`src/rtl/imem_fetch_unit.sv`:
```
// Cell-array instruction memory: assembles CELLS_PER_INSTR cells into one instruction
// behind valid/ready handshakes. Define IMEM_BOUNDS_CHK_EN to flag out-of-range or misaligned fetches.
//
// state | meaning
// IDLE  | ready for a request
// READ  | shifting one cell per cycle into the accumulator
// RESP  | instruction presented, waiting for resp_ready
module imem_fetch_unit #(
  parameter int CELL_W          = 4,
  parameter int CELLS_PER_INSTR = 4,
  parameter int DEPTH           = 64,
  parameter int ADDR_W          = 16
) (
  input  logic                              clk,
  input  logic                              rst,
  input  logic                              prog_we,
  input  logic [ADDR_W-1:0]                 prog_addr,
  input  logic [CELL_W-1:0]                 prog_data,
  input  logic                              req_valid,
  output logic                              req_ready,
  input  logic [ADDR_W-1:0]                 req_addr,
  output logic                              resp_valid,
  input  logic                              resp_ready,
  output logic [CELL_W*CELLS_PER_INSTR-1:0] resp_instr,
  output logic                              resp_err,
  output logic                              busy
);

  localparam int INSTR_W = CELL_W * CELLS_PER_INSTR;
  localparam int IDX_W   = $clog2(DEPTH);
  localparam int CNT_W   = (CELLS_PER_INSTR > 1) ? $clog2(CELLS_PER_INSTR) : 1;

  localparam logic [1:0] IDLE = 2'd0;
  localparam logic [1:0] READ = 2'd1;
  localparam logic [1:0] RESP = 2'd2;

  logic [CELL_W-1:0]  mem [DEPTH];
  logic [1:0]         state;
  logic [IDX_W-1:0]   base;
  logic [CNT_W-1:0]   cnt;
  logic [INSTR_W-1:0] acc;
  logic [IDX_W-1:0]   rd_idx;
  logic [INSTR_W-1:0] acc_next;
  logic               abort_read;
  logic               unused_prog_hi;

  assign unused_prog_hi = ^prog_addr[ADDR_W-1:IDX_W];

  // Read port sees the pre-write value when a program write hits the same cell.
  always_ff @(posedge clk) begin
    if (rst) begin
      for (int i = 0; i < DEPTH; i++) mem[i] <= '0;
    end else if (prog_we) begin
      mem[prog_addr[IDX_W-1:0]] <= prog_data;
    end
  end

  assign rd_idx   = base + IDX_W'(cnt);
  assign acc_next = {acc[INSTR_W-CELL_W-1:0], mem[rd_idx]};

  assign req_ready  = (state == IDLE);
  assign resp_valid = (state == RESP);
  assign busy       = (state != IDLE);

`ifdef IMEM_BOUNDS_CHK_EN
  logic addr_bad;
  logic err_pend;

  assign addr_bad = (req_addr > ADDR_W'(DEPTH - CELLS_PER_INSTR)) ||
                    ((req_addr % ADDR_W'(CELLS_PER_INSTR)) != '0);
  assign abort_read = err_pend;

  // A bad request still spends one READ cycle so the error arrives one edge after acceptance.
  always_ff @(posedge clk) begin
    if (rst) begin
      err_pend <= 1'b0;
      resp_err <= 1'b0;
    end else if (state == IDLE && req_valid) begin
      err_pend <= addr_bad;
    end else if (state == READ) begin
      resp_err <= err_pend;
    end
  end
`else
  logic unused_req_hi;

  assign unused_req_hi = ^req_addr[ADDR_W-1:IDX_W];
  assign abort_read    = 1'b0;
  assign resp_err      = 1'b0;
`endif

  always_ff @(posedge clk) begin
    if (rst) begin
      state      <= IDLE;
      base       <= '0;
      cnt        <= '0;
      acc        <= '0;
      resp_instr <= '0;
    end else begin
      case (state)
        IDLE: begin
          if (req_valid) begin
            base  <= req_addr[IDX_W-1:0];
            acc   <= '0;
            cnt   <= '0;
            state <= READ;
          end
        end
        READ: begin
          if (abort_read) begin
            resp_instr <= '0;
            state      <= RESP;
          end else begin
            acc <= acc_next;
            cnt <= cnt + CNT_W'(1);
            if (cnt == CNT_W'(CELLS_PER_INSTR - 1)) begin
              resp_instr <= acc_next;
              state      <= RESP;
            end
          end
        end
        RESP: begin
          if (resp_ready) state <= IDLE;
        end
        default: state <= IDLE;
      endcase
    end
  end

endmodule

```
`config.mk`:
```
export PLATFORM = sky130hd
export DESIGN_NAME = imem_fetch_unit
export DESIGN_NICKNAME = d
export VERILOG_FILES = /design/src/rtl/imem_fetch_unit.sv
export SDC_FILE = /design/constraint.sdc
export NUM_CORES = 1
export LEC_CHECK = 0
export CORE_UTILIZATION = 24
export CTS_BUF_LIST = sky130_fd_sc_hd__clkbuf_8
export CTS_CLUSTER_SIZE = 24
export DETAILED_ROUTE_END_ITERATION = 6
export SLEW_MARGIN = 20
export SYNTH_ARGS = -nofsm -noshare
export SYNTH_HDL_FRONTEND = slang
export SYNTH_SLANG_ARGS = --single-unit
```
`constraint.sdc`:
```
create_clock -name clk -period 4.6 [get_ports clk]
set_input_delay 0.92 -clock clk [delete_from_list [all_inputs] [get_ports clk]]
set_output_delay 0.92 -clock clk [all_outputs]
set_load 0.02 [all_outputs]
```
==> results.rst <==
.. list-table::
   :header-rows: 1

   * - Metric
     - Value
   * - Run status
     - finished clean
   * - Number of distinct library cells after synthesis
     - 48
   * - Synthesized netlist net count
     - 1108
   * - CP Launch Type
     - flop
   * - Yosys warning count
     - 0
   * - Slew at the pin closest to its max-slew limit
     - 959.8 ps
   * - Most used DFF post-synth
     - sky130_fd_sc_hd__edfxtp_1
   * - Multiplexer fraction of the synthesized cell area
     - 12.92%
   * - Cell depth of the worst flop-to-flop path
     - 10
   * - Switching power share of the total
     - 25.44%
   * - Endpoint kind of the worst setup timing path
     - flop
   * - Number of fillers in the final layout
     - 5634
   * - Source-to-sink clock delay at the later pin of the worst-skew pair
     - 600 ps
   * - Net switching power figure
     - 0.001482 W
   * - Count of antenna-violating nets left after detailed routing
     - 0
   * - Worst voltage drop across the vdd grid
     - 0.1762 mV
   * - Ports placed on the boundary
     - 61
   * - Placer Congestion
     - 0.7964
   * - Worst reg2reg startpoint
     - cnt[0]
   * - H-Tree Depth
     - 2
   * - Endpoint arrival time on the critical path
     - 4350 ps
   * - Skew final
     - 16.77 ps
   * - Largest net degree at the start of global routing
     - 41
   * - Num Clock Sinks
     - 294
   * - Via density
     - 4.797
   * - Internal portion of total power
     - 0.004344 W
   * - Total vias in the final route
     - 8908
   * - Initial antenna violation count
     - 0
   * - Area occupied by multi-input gates
     - 4613 µm²
   * - Count of max-cap constraint violations
     - 0
   * - Core footprint
     - 55420 µm²
   * - Hold path startpoint
     - acc[11]
   * - Internal reg-to-reg setup slack
     - 720 ps
   * - CP required
     - 5070 ps
   * - Signed area change from the synthesized netlist to the final layout
     - 15.22%
   * - Share of layout cells above drive strength 1
     - 15.78%
   * - Achievable clock frequency
     - 257.5 MHz
   * - Dominant cell type by area after synthesis
     - sky130_fd_sc_hd__edfxtp_1
   * - Die span in y
     - 239.7 µm
   * - Synthesized-area fraction occupied by and/or/nand/nor cells
     - 15.06%
   * - Starting Density
     - 24.48%
   * - Sequential element share of the synthesized area
     - 62.29%
   * - Post-synth EDFFs
     - 256
   * - Reg clk slew, reported paths
     - 60 ps
   * - Quantity of gates resized following cts
     - 0
   * - DIE AREA
     - 57470 µm²
   * - Leakage dissipation
     - 4.918 nW
   * - Cells traversed along the worst timing path
     - ha_2, inv_1, fa_4, xnor2_4, buf_12, mux4_2, mux2_2, a22oi_1, nand3_1, a221o_1
   * - Total iterations of the first detailed-routing run
     - 5
   * - Via count of the first global-routing pass
     - 9062
   * - Final min period
     - 3883 ps
   * - DP Worst Slack
     - 625.5 ps
   * - Flop pwr share
     - 52.7%
   * - Number of buffers added for setup after CTS
     - 0
   * - CTS tree
     - done
   * - Type of the setup path with the least slack
     - reg -> reg
   * - Most area-consuming cells after synthesis
     - sky130_fd_sc_hd__edfxtp_1, sky130_fd_sc_hd__mux4_2, sky130_fd_sc_hd__nor3_1
   * - Area share of xor/xnor cells in the synthesized design
     - 0.3782%
   * - Placement-stage cell area
     - 14730 µm²
   * - Wire length per cell
     - 18.13 µm
   * - Critical path's largest stage delay
     - 650 ps
   * - Number of DRC violations after detailed-routing iteration 0
     - 901
   * - Row count
     - 86
   * - Synthesized flop and latch total
     - 294
   * - Stages on worst setup path
     - 10
   * - Worst hold path endpoint
     - resp_instr[15]
   * - Master of the slowest instance on the critical path
     - sky130_fd_sc_hd__xnor2_4
   * - Total setup violations reported at the end of the flow
     - 0
   * - Cell area power density
     - 372.8 nW/µm²
   * - Total detailed-routing wirelength
     - 33.67 mm
   * - Worst hold path class
     - reg -> reg
   * - Die X
     - 239.7 µm
   * - Number of port buffers
     - 39
   * - RSZ-0062 raised after global routing
     - no
   * - Final Max Tran Viols
     - 0
   * - First-pass GRT wire length
     - 52.35 mm
   * - Number of instances in the synthesized netlist
     - 1063
   * - Final instance area
     - 15630 µm²
   * - Dominant delay contributor by cell family on the critical path
     - multiplexers
   * - WHS Path Cells
     - 2
   * - Final antenna diode count
     - 0
   * - Destination of the worst register-to-register timing path
     - acc[3]
   * - Worst setup slack after layout
     - 716.7 ps
   * - Inserted Clock Buffers
     - 48
   * - Buffering stage count on the worst path with inverters included
     - 2
   * - Nets@finish
     - 1115
   * - Post-DP HPWL
     - 21.95 mm
   * - Clock power share
     - 36.8%
   * - Synth Area in Adders
     - 0.4244%
   * - Portion of synthesized cell area occupied by the leading cell type
     - 56.68%
   * - Cts-stage hold buffer count
     - 0
   * - Crit-path max FO
     - 39
   * - Sequential cell area in the final layout
     - 8448 µm²
   * - Total routing usage reported by global routing
     - 11.82%
   * - Compound-cell area share of the yosys netlist
     - 5.009%
   * - Post-synth ARST share
     - 0%
   * - Grt total ovfl
     - 0
   * - Clock root buffer master
     - sky130_fd_sc_hd__clkbuf_8
   * - Max-Slew Margin vs Limit
     - 35.86%
   * - Final total negative setup slack
     - 0 ps
   * - Endpoints failing hold
     - 0
   * - Combinational family with the most area after synthesis
     - simple AND/OR/NAND/NOR gates
   * - Portion of the clock cycle consumed by the worst path in the final layout
     - 84.42%
   * - Bufs on Longest Clock Path
     - 3
   * - Netlist area before placement
     - 13560 µm²
   * - Share of total power in combinational logic
     - 10.5%
   * - Mean post-synth cell area
     - 12.76 µm²
   * - Post-detailed-route DRC marker count
     - 0
[worst register-to-register path, stage by stage, from the launching register on]
cell and delay, ps:
sky130_fd_sc_hd__dfxtp_1 380, sky130_fd_sc_hd__ha_2 210, sky130_fd_sc_hd__inv_1 50, sky130_fd_sc_hd__fa_4 480, sky130_fd_sc_hd__xnor2_4 650, sky130_fd_sc_hd__buf_12 390
sky130_fd_sc_hd__mux4_2 600, sky130_fd_sc_hd__mux2_2 320, sky130_fd_sc_hd__a22oi_1 210, sky130_fd_sc_hd__nand3_1 140, sky130_fd_sc_hd__a221o_1 340
[how the worst max path moves through the flow]
| stage | from | to | slack [ps] |
|---|---|---|---|
| 2_1_floorplan | cnt[0] | resp_instr[3] | 1300 |
| 3_3_place_gp | cnt[0] | resp_instr[3] | 710 |
| 3_5_place_dp | prog_we | mem[12][2] | 630 |
| 4_1_cts | cnt[0] | resp_instr[3] | 690 |
| 5_1_grt | cnt[0] | resp_instr[3] | 470 |
| 6_report | cnt[0] | acc[3] | 720 |
[cells by family after synthesis]
logic type	after synthesis
compound gates	112
buf+inv	132
other cells	1
xor+xnor	5
fa+ha+maj	4
simple gates	413
flops	294
mux	102
[cell usage after synthesis (2+ instances only)]
library cell,count
sky130_fd_sc_hd__buf_4,8
sky130_fd_sc_hd__inv_1,8
sky130_fd_sc_hd__and2_1,4
sky130_fd_sc_hd__nor4_1,4
sky130_fd_sc_hd__a2111oi_0,3
sky130_fd_sc_hd__nand4_1,2
sky130_fd_sc_hd__nand3_1,17
sky130_fd_sc_hd__mux4_2,58
sky130_fd_sc_hd__o21ai_0,52
sky130_fd_sc_hd__o211ai_1,6
sky130_fd_sc_hd__buf_1,3
sky130_fd_sc_hd__edfxtp_1,256
sky130_fd_sc_hd__xnor2_1,2
sky130_fd_sc_hd__a31oi_1,2
sky130_fd_sc_hd__clkbuf_1,107
sky130_fd_sc_hd__nor2_1,41
sky130_fd_sc_hd__nor3_1,213
sky130_fd_sc_hd__a22oi_1,22
sky130_fd_sc_hd__and3_1,40
sky130_fd_sc_hd__nand3b_1,4
sky130_fd_sc_hd__buf_2,2
sky130_fd_sc_hd__mux2i_1,40
sky130_fd_sc_hd__a21oi_1,17
sky130_fd_sc_hd__a221o_1,2
sky130_fd_sc_hd__nor2b_1,10
sky130_fd_sc_hd__nand2b_1,6
sky130_fd_sc_hd__dfxtp_1,38
sky130_fd_sc_hd__mux2_2,4
sky130_fd_sc_hd__ha_1,3
sky130_fd_sc_hd__nand2_1,66
sky130_fd_sc_hd__inv_2,4
sky130_fd_sc_hd__and4_1,2
sky130_fd_sc_hd__xor2_1,2
[routing by layer]
layer | share of wire (%) | track usage (%) | vias up | routed length (µm)
met5 | 0 | 0 | - | 0
met1 | 42 | 14.88 | 4436 | 14130
met4 | 3.1 | 4.371 | 0 | 1027
met3 | 6.2 | 2.489 | 69 | 2098
li1 | - | - | 4079 | -
met2 | 49 | 19.84 | 324 | 16410
[state kept, by name, indices dropped and copies added (netlist names)]
name / flops
acc: 12
state: 2
cnt: 2
mem: 256
base: 6
resp_instr: 16
[cell usage in the layout (no fill, tap or decap), drive strengths merged, types with 39 or more instances in the layout]
| cell type | synthesis | layout |
|---|---|---|
| clkbuf | 107 | 51 |
| and3 | 40 | 40 |
| mux2i | 40 | 40 |
| clkdlybuf4s50 | 0 | 39 |
| mux4 | 58 | 58 |
| nand2 | 66 | 66 |
| nor2 | 41 | 41 |
| nor3 | 213 | 213 |
| edfxtp | 256 | 256 |
| o21ai | 52 | 52 |
[stage by stage]
stage                     cells  hold WS [ps]  power [W]  util (%)
after floorplan            1063         431.6   0.003515         -
after CTS                  1857         464.0   0.005874     28.20
final                      1857         459.2   0.005826     28.20
after global routing       1857         482.1   0.006034     28.20
after detailed placement   1768         451.9   0.003733     26.58
after global placement     1768         453.0   0.003718     26.58
[power groups by stage]
stage                     Clock, W  Sequential [W]  Combinational (W)
after global placement           0         0.00312           0.000598
after floorplan                  0         0.00310           0.000415
final                      0.00214         0.00307           0.000612
after detailed placement         0         0.00313           0.000607
after CTS                  0.00219         0.00307           0.000609
after global routing       0.00230         0.00308           0.000651
[cell type report]
| class | count | area share, % |
|---|---|---|
| clock inverter | 38 | 1.249 |
| sequential | 294 | 54.06 |
| timing repair buffer | 77 | 4.404 |
| multi-input combinational | 637 | 29.52 |
| inverter | 12 | 0.2882 |
| clock buffer | 51 | 4.492 |
| tap | 748 | 5.989 |
Note: power is estimated with default switching activity, not from simulation.
